File: src/rtl/stdp_weight_writer_if.sv
// STDP weight writer bus: update request, synapse table read and write-back.
// slave = writer side, master = requester / synapse table side.
interface stdp_weight_writer_if;
  logic       upd_valid;
  logic       upd_ready;
  logic [6:0] upd_neuron;
  logic       upd_ltp;
  logic [3:0] upd_dt;

  logic       rd_req;
  logic [6:0] rd_neuron;
  logic       rd_valid;
  logic [7:0] rd_weight;

  logic       wr_req;
  logic [6:0] wr_neuron;
  logic [7:0] wr_weight;
  logic       wr_ack;

  modport slave (
    input  upd_valid,
    output upd_ready,
    input  upd_neuron,
    input  upd_ltp,
    input  upd_dt,
    output rd_req,
    output rd_neuron,
    input  rd_valid,
    input  rd_weight,
    output wr_req,
    output wr_neuron,
    output wr_weight,
    input  wr_ack
  );

  modport master (
    output upd_valid,
    input  upd_ready,
    output upd_neuron,
    output upd_ltp,
    output upd_dt,
    input  rd_req,
    input  rd_neuron,
    output rd_valid,
    output rd_weight,
    input  wr_req,
    input  wr_neuron,
    input  wr_weight,
    output wr_ack
  );
endinterface

File: src/rtl/stdp_weight_writer.sv
// STDP weight writer: read-modify-write of one synapse weight per update.
// Ports: clk, rst (sync, active-low), kill (abort), bus (stdp_weight_writer_if.slave),
//   busy, done, error (read timeout), upd_count (writes; needs STDP_UPD_COUNT_EN, else 0).
module stdp_weight_writer #(
  parameter int W_MAX   = 255,
  parameter int W_MIN   = 0,
  parameter int A_LTP   = 32,
  parameter int A_LTD   = 16,
  parameter int TIMEOUT = 15
) (
  input  logic        clk,
  input  logic        rst,
  input  logic        kill,
  stdp_weight_writer_if.slave bus,
  output logic        busy,
  output logic        done,
  output logic        error,
  output logic [15:0] upd_count
);

  localparam int TW = (TIMEOUT < 2) ? 1 : $clog2(TIMEOUT + 1);
  localparam logic [TW-1:0] TMO_LAST = TW'(TIMEOUT - 1);
  localparam logic [8:0] WMAX9 = 9'(W_MAX);
  localparam logic signed [9:0] WMIN10 = 10'(W_MIN);
  localparam logic [7:0] STEP_LTP = 8'(A_LTP);
  localparam logic [7:0] STEP_LTD = 8'(A_LTD);

  typedef enum logic [2:0] {
    IDLE,
    RD_REQ,
    RD_WAIT,
    CALC,
    WR,
    FIN
  } state_t;

  state_t st_q, st_d;

  logic [6:0]    nrn_q;
  logic          ltp_q;
  logic [3:0]    dt_q;
  logic [7:0]    w_q;
  logic [7:0]    new_q;
  logic [TW-1:0] tmo_q;

  logic        ready;
  logic        accept;
  logic [7:0]  base;
  logic [7:0]  step;
  logic [8:0]  sum;
  logic signed [9:0] diff;
  logic [7:0]  new_w;

  assign ready  = (st_q == IDLE) && !kill;
  assign accept = bus.upd_valid && ready;

  assign bus.upd_ready = ready;
  assign bus.rd_req    = (st_q == RD_REQ);
  assign bus.rd_neuron = nrn_q;
  assign bus.wr_req    = (st_q == WR);
  assign bus.wr_neuron = nrn_q;
  assign bus.wr_weight = new_q;

  assign busy = (st_q != IDLE);

  // Step is an 8-bit shift; any dt of 8 or more empties it.
  always_comb begin
    base  = ltp_q ? STEP_LTP : STEP_LTD;
    step  = dt_q[3] ? 8'd0 : (base >> dt_q[2:0]);
    sum   = {1'b0, w_q} + {1'b0, step};
    diff  = $signed({2'b00, w_q}) - $signed({2'b00, step});
    new_w = w_q;
    if (ltp_q) begin
      new_w = (sum > WMAX9) ? WMAX9[7:0] : sum[7:0];
    end else begin
      new_w = (diff < WMIN10) ? WMIN10[7:0] : diff[7:0];
    end
  end

  always_comb begin
    st_d  = st_q;
    done  = 1'b0;
    error = 1'b0;
    case (st_q)
      IDLE: begin
        if (accept) st_d = RD_REQ;
      end
      RD_REQ: begin
        st_d = RD_WAIT;
      end
      RD_WAIT: begin
        if (bus.rd_valid) begin
          st_d = CALC;
        end else if (tmo_q == TMO_LAST) begin
          error = 1'b1;
          st_d  = IDLE;
        end
      end
      CALC: begin
        st_d = (step == 8'd0) ? FIN : WR;
      end
      WR: begin
        if (bus.wr_ack) st_d = FIN;
      end
      FIN: begin
        done = 1'b1;
        st_d = IDLE;
      end
      default: begin
        st_d = IDLE;
      end
    endcase
    // An aborted update reports nothing.
    if (kill) begin
      st_d  = IDLE;
      done  = 1'b0;
      error = 1'b0;
    end
  end

  always_ff @(posedge clk) begin
    if (!rst) begin
      st_q  <= IDLE;
      nrn_q <= '0;
      ltp_q <= 1'b0;
      dt_q  <= '0;
      w_q   <= '0;
      new_q <= '0;
      tmo_q <= '0;
    end else begin
      st_q <= st_d;
      if (accept) begin
        nrn_q <= bus.upd_neuron;
        ltp_q <= bus.upd_ltp;
        dt_q  <= bus.upd_dt;
      end
      if (st_q == RD_REQ) begin
        tmo_q <= '0;
      end else if (st_q == RD_WAIT && !bus.rd_valid) begin
        tmo_q <= tmo_q + 1'b1;
      end
      if (st_q == RD_WAIT && bus.rd_valid) begin
        w_q <= bus.rd_weight;
      end
      // wr_weight only moves when a write is actually going out.
      if (st_q == CALC && step != 8'd0 && !kill) begin
        new_q <= new_w;
      end
    end
  end

`ifdef STDP_UPD_COUNT_EN
  logic [15:0] cnt_q;

  always_ff @(posedge clk) begin
    if (!rst) begin
      cnt_q <= '0;
    end else if (st_q == WR && bus.wr_ack && !kill) begin
      cnt_q <= cnt_q + 16'd1;
    end
  end

  assign upd_count = cnt_q;
`else
  assign upd_count = '0;
`endif

endmodule

File: src/flat_wrapper.sv
// flat-port wrapper written by rule: the top's interface ports become plain ports
module stdp_weight_writer_flat 
#(
  parameter int W_MAX   = 255,
  parameter int W_MIN   = 0,
  parameter int A_LTP   = 32,
  parameter int A_LTD   = 16,
  parameter int TIMEOUT = 15
)
  (clk, rst, kill, busy, done, error, upd_count, bus_upd_valid, bus_upd_ready, bus_upd_neuron, bus_upd_ltp, bus_upd_dt, bus_rd_req, bus_rd_neuron, bus_rd_valid, bus_rd_weight, bus_wr_req, bus_wr_neuron, bus_wr_weight, bus_wr_ack);
  stdp_weight_writer_if bus_i ();
  input  logic clk;
  input  logic rst;
  input  logic kill;
  output logic busy;
  output logic done;
  output logic error;
  output logic [15:0] upd_count;
  input wire logic [$bits(bus_i.upd_valid)-1:0] bus_upd_valid;
  output wire logic [$bits(bus_i.upd_ready)-1:0] bus_upd_ready;
  input wire logic [$bits(bus_i.upd_neuron)-1:0] bus_upd_neuron;
  input wire logic [$bits(bus_i.upd_ltp)-1:0] bus_upd_ltp;
  input wire logic [$bits(bus_i.upd_dt)-1:0] bus_upd_dt;
  output wire logic [$bits(bus_i.rd_req)-1:0] bus_rd_req;
  output wire logic [$bits(bus_i.rd_neuron)-1:0] bus_rd_neuron;
  input wire logic [$bits(bus_i.rd_valid)-1:0] bus_rd_valid;
  input wire logic [$bits(bus_i.rd_weight)-1:0] bus_rd_weight;
  output wire logic [$bits(bus_i.wr_req)-1:0] bus_wr_req;
  output wire logic [$bits(bus_i.wr_neuron)-1:0] bus_wr_neuron;
  output wire logic [$bits(bus_i.wr_weight)-1:0] bus_wr_weight;
  input wire logic [$bits(bus_i.wr_ack)-1:0] bus_wr_ack;
  assign bus_i.upd_valid = bus_upd_valid;
  assign bus_upd_ready = bus_i.upd_ready;
  assign bus_i.upd_neuron = bus_upd_neuron;
  assign bus_i.upd_ltp = bus_upd_ltp;
  assign bus_i.upd_dt = bus_upd_dt;
  assign bus_rd_req = bus_i.rd_req;
  assign bus_rd_neuron = bus_i.rd_neuron;
  assign bus_i.rd_valid = bus_rd_valid;
  assign bus_i.rd_weight = bus_rd_weight;
  assign bus_wr_req = bus_i.wr_req;
  assign bus_wr_neuron = bus_i.wr_neuron;
  assign bus_wr_weight = bus_i.wr_weight;
  assign bus_i.wr_ack = bus_wr_ack;
  stdp_weight_writer #(.W_MAX(W_MAX), .W_MIN(W_MIN), .A_LTP(A_LTP), .A_LTD(A_LTD), .TIMEOUT(TIMEOUT)) u_core (.clk(clk), .rst(rst), .kill(kill), .bus(bus_i), .busy(busy), .done(done), .error(error), .upd_count(upd_count));
endmodule
File: config.mk
export PLATFORM = sky130hd
export DESIGN_NAME = stdp_weight_writer_flat
export DESIGN_NICKNAME = d
export VERILOG_FILES = /design/src/rtl/stdp_weight_writer_if.sv /design/src/rtl/stdp_weight_writer.sv /design/src/flat_wrapper.sv
export SDC_FILE = /design/constraint.sdc
export NUM_CORES = 1
export LEC_CHECK = 0
export ABC_AREA = 1
export CAP_MARGIN = 10
export CORE_MARGIN = 4
export CORE_UTILIZATION = 35
export CTS_CLUSTER_DIAMETER = 100
export CTS_CLUSTER_SIZE = 14
export DETAILED_ROUTE_END_ITERATION = 10
export GPL_TIMING_DRIVEN = 0
export PLACE_DENSITY_LB_ADDON = 0.08
export SLEW_MARGIN = 20
export SYNTH_ARGS = -nofsm -noshare
export SYNTH_HDL_FRONTEND = slang
export SYNTH_SLANG_ARGS = --single-unit
File: constraint.sdc
create_clock -name clk -period 3.03 [get_ports clk]
set_input_delay 0.606 -clock clk [delete_from_list [all_inputs] [get_ports clk]]
set_output_delay 0.606 -clock clk [all_outputs]
set_load 0.02 [all_outputs]
Word level (Yosys, flattened, before mapping)

Cells that the tools add are included.

Flip-flop bits (word level): 35

Add/subtract/negate cells: 3
Magnitude comparators: 2
Eq/ne operators: 9
Shift-type cells: 1
Mux-type cells: 17
Bitwise operators: 1
Reduce and logical (&&, ||, !) cells: 15

Operators with widths:

| cell                                                                          | number |
|---|---|
| 8-bit two-way mux                                                             | 4 |
| 3-bit case mux with 5 select lines                                            | 1 |
| 3-bit two-way mux                                                             | 4 |
| 10-bit by 1-bit less-than comparator with 1-bit output, second input constant | 1 |
| 8-bit by 8-bit adder with 9-bit output                                        | 1 |
| 9-bit by 8-bit > comparator with 1-bit output, second input constant          | 1 |
| 8-bit by 8-bit subtractor with 9-bit output                                   | 1 |
| 8-bit zero test                                                               | 1 |
| 8-bit nonzero test                                                            | 1 |
| 8-bit by 3-bit >> shifter with 8-bit output                                   | 1 |
| 1-bit two-way mux                                                             | 7 |
| 3-bit by 2-bit == test with 1-bit output, second input constant               | 2 |
| 3-bit == test, second input constant                                          | 2 |
| 1-bit logical AND                                                             | 6 |
| 6-bit two-way mux                                                             | 1 |
| 4-bit by 1-bit adder with 4-bit output, second input constant                 | 1 |
| 4-bit == test, second input constant                                          | 1 |
| 2-bit by 1-bit inequality test with 1-bit output, second input constant       | 2 |
| 2-bit OR reduction                                                            | 2 |
| 3-bit by 1-bit == test with 1-bit output, second input constant               | 1 |
| 3-bit zero test                                                               | 1 |
| 3-bit by 2-bit inequality test with 1-bit output, second input constant       | 1 |
| 3-bit AND reduction                                                           | 1 |
| 3-bit nonzero test                                                            | 1 |
| other kinds (2)                                                               | 3 |

Longest topological paths before layout

Depth after elaboration: 7
Depth in mapped cells: 18

Worst setup path before layout

No wires, ideal clock.

Path type: register -> register
From: register u_core.ltp_q
To: register u_core.new_q[7] (netlist: u_core.bus.wr_weight[7])
Setup time: 0.109 ns
Data arrival time: 2.139 ns
Required time: 2.921 ns
Path slack: 0.783 ns
Cell stages (with the launch flop): 17
Path buffers: 0
Period minus slack after synthesis: 2.247 ns
Cell sequence: dfxtp_1 -> ha_1 -> nand2_1 -> nor2_1 -> ha_1 -> inv_1 -> fa_1 -> nand3_1 -> nand2_1 -> nand2_1 -> nand2_1 -> nand2_1 -> inv_1 -> nand3_1 -> nand3_1 -> nand2_1 -> inv_1

Longest elaborated chain between the ends: 7
Elaborated cells between the ends (all ways): 13

RTL lines:

| item                                                                                                                           | line                                               | source |
|---|---|---|
| start, declared                                                                                                                | stdp_weight_writer.sv:40                           | `logic ltp_q;` |
| start signal, assigned                                                                                                         | stdp_weight_writer.sv:134                          | `ltp_q <= bus.upd_ltp;` |
| 6-bit two-way mux                                                                                                              | stdp_weight_writer.sv:68                           | `base = ltp_q ? STEP_LTP : STEP_LTD;` |
| 8-bit by 3-bit >> shifter with 8-bit output                                                                                    | stdp_weight_writer.sv:69                           | `step = dt_q[3] ? 8'd0 : (base >> dt_q[2:0]);` |
| 8-bit two-way mux                                                                                                              | stdp_weight_writer.sv:69                           |  |
| 8-bit by 8-bit subtractor with 9-bit output / 8-bit by 8-bit adder with 9-bit output (equally long branches)                   | stdp_weight_writer.sv:71, stdp_weight_writer.sv:70 |  |
| 10-bit by 1-bit less-than comparator with 1-bit output / 9-bit by 8-bit > comparator with 1-bit output (equally long branches) | stdp_weight_writer.sv:76, stdp_weight_writer.sv:74 |  |
| 8-bit two-way mux, on equally long branches                                                                                    | stdp_weight_writer.sv:76, stdp_weight_writer.sv:74 |  |
| 8-bit two-way mux                                                                                                              | stdp_weight_writer.sv:73                           | `if (ltp_q) begin` |
| end signal, assigned                                                                                                           | stdp_weight_writer.sv:147                          | `new_q <= new_w;` |
| end, declared                                                                                                                  | stdp_weight_writer.sv:43                           | `logic [7:0] new_q;` |

Several ways; a longest one is shown, not always the timed one.
A chain may end at the register's enable or synchronous reset.

Worst setup path after layout

From: input port bus_rd_valid
To: output port error

Longest elaborated chain between the ends: 3

RTL lines:

| item              | line                      | source |
|---|---|---|
| start, declared   | flat_wrapper.sv:26        | `input wire logic [$bits(bus_i.rd_valid)-1:0] bus_rd_valid;` |
| 1-bit two-way mux | stdp_weight_writer.sv:92  | `if (bus.rd_valid) begin` |
| 1-bit two-way mux | stdp_weight_writer.sv:84  | `case (st_q)` |
| 1-bit two-way mux | stdp_weight_writer.sv:114 | `if (kill) begin` |
| end, declared     | flat_wrapper.sv:17        | `output logic error;` |

No other way between the ends.

==> results.md <==
| Quantity | Reported | Unit |
|---|---|---|
| Hold Vio Cnt, Final | 0 | - |
| Detailed-routing iteration count for the pre-antenna-repair pass | 5 | - |
| Number of max-slew violations in the final report | 0 | - |
| Filler cell count in the final layout | 769 | - |
| Starting DRC count in detailed routing | 111 | - |
| Max-slew headroom | 66.00 | % |
| Starting density of the core | 36.45 | % |
| Sequence of cells on the critical path | clkdlybuf4s50_1 > or2_4 > nor3_1 > clkdlybuf4s50_1 | - |
| LEAKAGE | 1.574 | nW |
| Fraction of the cycle the final worst path needs | 93.59 | % |
| Transition time of the tightest slew-check pin | 0.5090 | ns |
| Per-cell routed wire length | 12.00 | um |
| Total negative slack | 0 | ns |
| Worst clock skew | 0.008927 | ns |
| Layout Cell Area excl Fill | 3297 | um^2 |
| Post-detailed-placement half-perimeter wirelength | 5412 | um |
| Via count of the first global-routing pass | 2409 | - |
| First-pass GRT wire length | 10990 | um |
| Die X-Extent | 92.58 | um |
| Data arrival time of the critical path | 2.23 | ns |
| Port Buffers | 53 | - |
| Die extent in y | 92.58 | um |
| Clock tree from TritonCTS | built | - |
| Maximum number of pins on one net before global-route repair | 12 | - |
| Cell Area, Placed | 3211 | um^2 |
| Register-to-register path setup slack | 0.40 | ns |
| Area occupied by multi-input gates | 1455 | um^2 |
| Worst-case setup slack after placement | 0.2023 | ns |
| Clock-pin slew on the worst setup and hold paths | 0.07 | ns |
| Clk root buf | clkbuf_8 | - |
| Result of the run | finished clean | - |
| Post-detailed-route DRC marker count | 0 | - |
| Global-route usage over all layers | 15.89 | % |
| Number of buffers between clock root and the deepest sink | 2 | - |
| Number of cells produced by synthesis | 375 | - |
| Total core area | 6869 | um^2 |
| Footprint of the flip-flops and latches | 701.9 | um^2 |
| Insertion delay to the later sink of the worst-skew pair | 0.29 | ns |
| Clock Sink Count | 35 | - |
| Area of the die | 8570 | um^2 |
| Number of H-tree levels | 2 | - |
| Io pins | 70 | - |
| Period minus WS final | 2.836 | ns |
| Setup violation total in the final timing report | 0 | - |
| PnR worst setup slack | 0.1942 | ns |
| Total power per unit cell area | 357.0 | nW/um^2 |
| Antenna violations before repair | 0 | - |
| Count of buffers added by post-CTS timing repair for setup | 0 | - |
| Average instance area after synthesis | 6.676 | um^2 |
| Delay of the slowest cell on the worst path | 0.63 | ns |
| Total wire length after detailed routing | 6564 | um |
| Most frequent CP cell | clkdlybuf4s50_1 | - |
| Library cells used by synthesis | 33 | - |
| Via density | 4.554 | - |
| Kind of launch point of the worst setup path | primary input | - |
| Final antenna-violating net count | 0 | - |
| Setup repair after global routing missed its margin | false | - |
| Total of flip-flops plus latches after synthesis | 35 | - |
| Max FO, Critical Path | 7 | - |
| Number of buffers created by CTS | 5 | - |
| IR Drop Worst-Case VDD | 0.0001766 | V |
| CP max stage cell | clkdlybuf4s50_1 | - |
| Fin nets | 494 | - |
| Worst Hold Class | reg -> reg | - |
| Yosys warning count | 0 | - |
| Post-synthesis sequential area ratio | 27.99 | % |
| Proportion of layout cells with a drive suffix above 1 | 11.31 | % |
| Final weighted congestion in routability-driven placement | 0.8634 | - |
| Total global routing overflow | 0 | - |
| Worst Path Required | 2.42 | ns |
| Netlist area before placement | 2504 | um^2 |
| Worst Path Class, Setup | in -> out | - |
| Post-synthesis to final-layout area growth | 31.68 | % |
| Fmax | 352.6 | MHz |
| Type of element capturing the critical path | output port | - |
| Routed via count | 2491 | - |
| Number of core rows | 30 | - |
| Antenna diode count | 0 | - |
| Number of maximum-capacitance constraint violations | 0 | - |
## power by group
part           leakage, nW  internal, mW  switching (mW)
logic                 1.25         0.149           0.204
registers            0.285         0.474          0.0123
clock network       0.0412         0.161           0.177
## kinds of logic (layout without fill, tap and decap cells)
kind of cell	after synthesis	count (layout)	synth area share, %
AO/OA/AOI/OAI	59	59	12.44
flip-flops	35	35	27.99
AND/OR/NAND/NOR	174	174	31.24
XOR/XNOR	7	7	2.449
buffers and inverters	81	142	16.14
other	1	16	0.1498
adder cells (fa/ha/maj)	18	18	9.595
## layout by cell type, fill, tap and decap left out, drive strengths merged, types with 16 or more instances in the layout
cell type      Yosys  routed
conb               1      16
o21ai             25      25
a21oi             28      28
nand3             34      34
nor2              49      49
buf               29      29
inv               49      49
nand2             70      70
clkdlybuf4s50      0      53
ha                16      16
dfxtp             35      35
## critical path, delay by kind of cell
| family | cells | cell delay (ns) |
|---|---|---|
| buffers and inverters | 2 | 1.15 |
| and+or+nand+nor | 2 | 0.48 |
## state kept, by name, summed over array words and instances (netlist names)
name                  cells
u_core.bus.rd_neuron      7
u_core.bus.wr_weight      8
u_core.dt_q               4
u_core.ltp_q              1
u_core.st_q               3
u_core.tmo_q              4
u_core.w_q                8
## Yosys cell counts (all sizes together)
cell type	n	share of area (%)
nand2	70	11
inv	49	7.3
nor2	49	7.6
dfxtp	35	28
nand3	34	6.8
buf	29	8.3
a21oi	28	5.6
o21ai	25	5.0
ha	16	8.0
nand4	7	1.7
nor3	7	2.0
xor2	6	2.1
clkbuf	3	0.45
or2	3	0.85
a21boi	2	0.60
fa	2	1.6
o21bai	2	0.60
a31oi	1	0.25
and2	1	0.25
conb	1	0.15
nand3b	1	0.30
nor3b	1	0.75
nor4	1	0.25
o22a	1	0.40
xnor2	1	0.35
## final cells by class
cell class / instances / area share [%]
Tap cell: 96 / 3.643
Sequential cell: 35 / 21.29
Buffer: 32 / 6.679
Clock buffer: 6 / 2.201
Timing Repair Buffer: 53 / 16.09
Inverter: 49 / 5.579
Multi-Input combinational cell: 274 / 44.14
Clock inverter: 2 / 0.3795
## path summary, 6_finish.rpt
check,endpoint,cells past startpoint,startpoint
max,error,4,bus_rd_valid
min,u_core.bus.wr_weight[0]$_SDFFE_PN0P_,2,u_core.bus.wr_weight[0]$_SDFFE_PN0P_
max reg2reg,u_core.bus.wr_weight[7]$_SDFFE_PN0P_,17,u_core.dt_q[0]$_SDFFE_PN0P_
min reg2reg,u_core.bus.wr_weight[0]$_SDFFE_PN0P_,2,u_core.bus.wr_weight[0]$_SDFFE_PN0P_
## repair_timing
item,4_1_cts,5_1_grt
hold buffers,0,0
setup endpoints to repair,0,2
resized for setup,0,1
endpoints found under the hold margin,0,0
## per-layer routing
layer / track usage [%] / up-vias / part of all wire (%)
li1: - / 1315 / -
met1: 20.10 / 1113 / 46
met2: 27.37 / 57 / 48
met3: 3.249 / 6 / 4.5
met4: 4.208 / 0 / 0.99
met5: 0 / - / 0
## stage by stage
stage                     cells  hold WS [ns]  util (%)  power (mW)
after floorplan             390        0.4540         -      0.7300
after global placement      539        0.4571     46.74      0.8462
after detailed placement    539        0.4603     46.74      0.8496
after CTS                   547        0.4701     47.98       1.192
after global routing        547        0.5108     48.00       1.260
final                       547        0.4682     48.00       1.177
No activity file was read; power rests on OpenSTA's default activity.
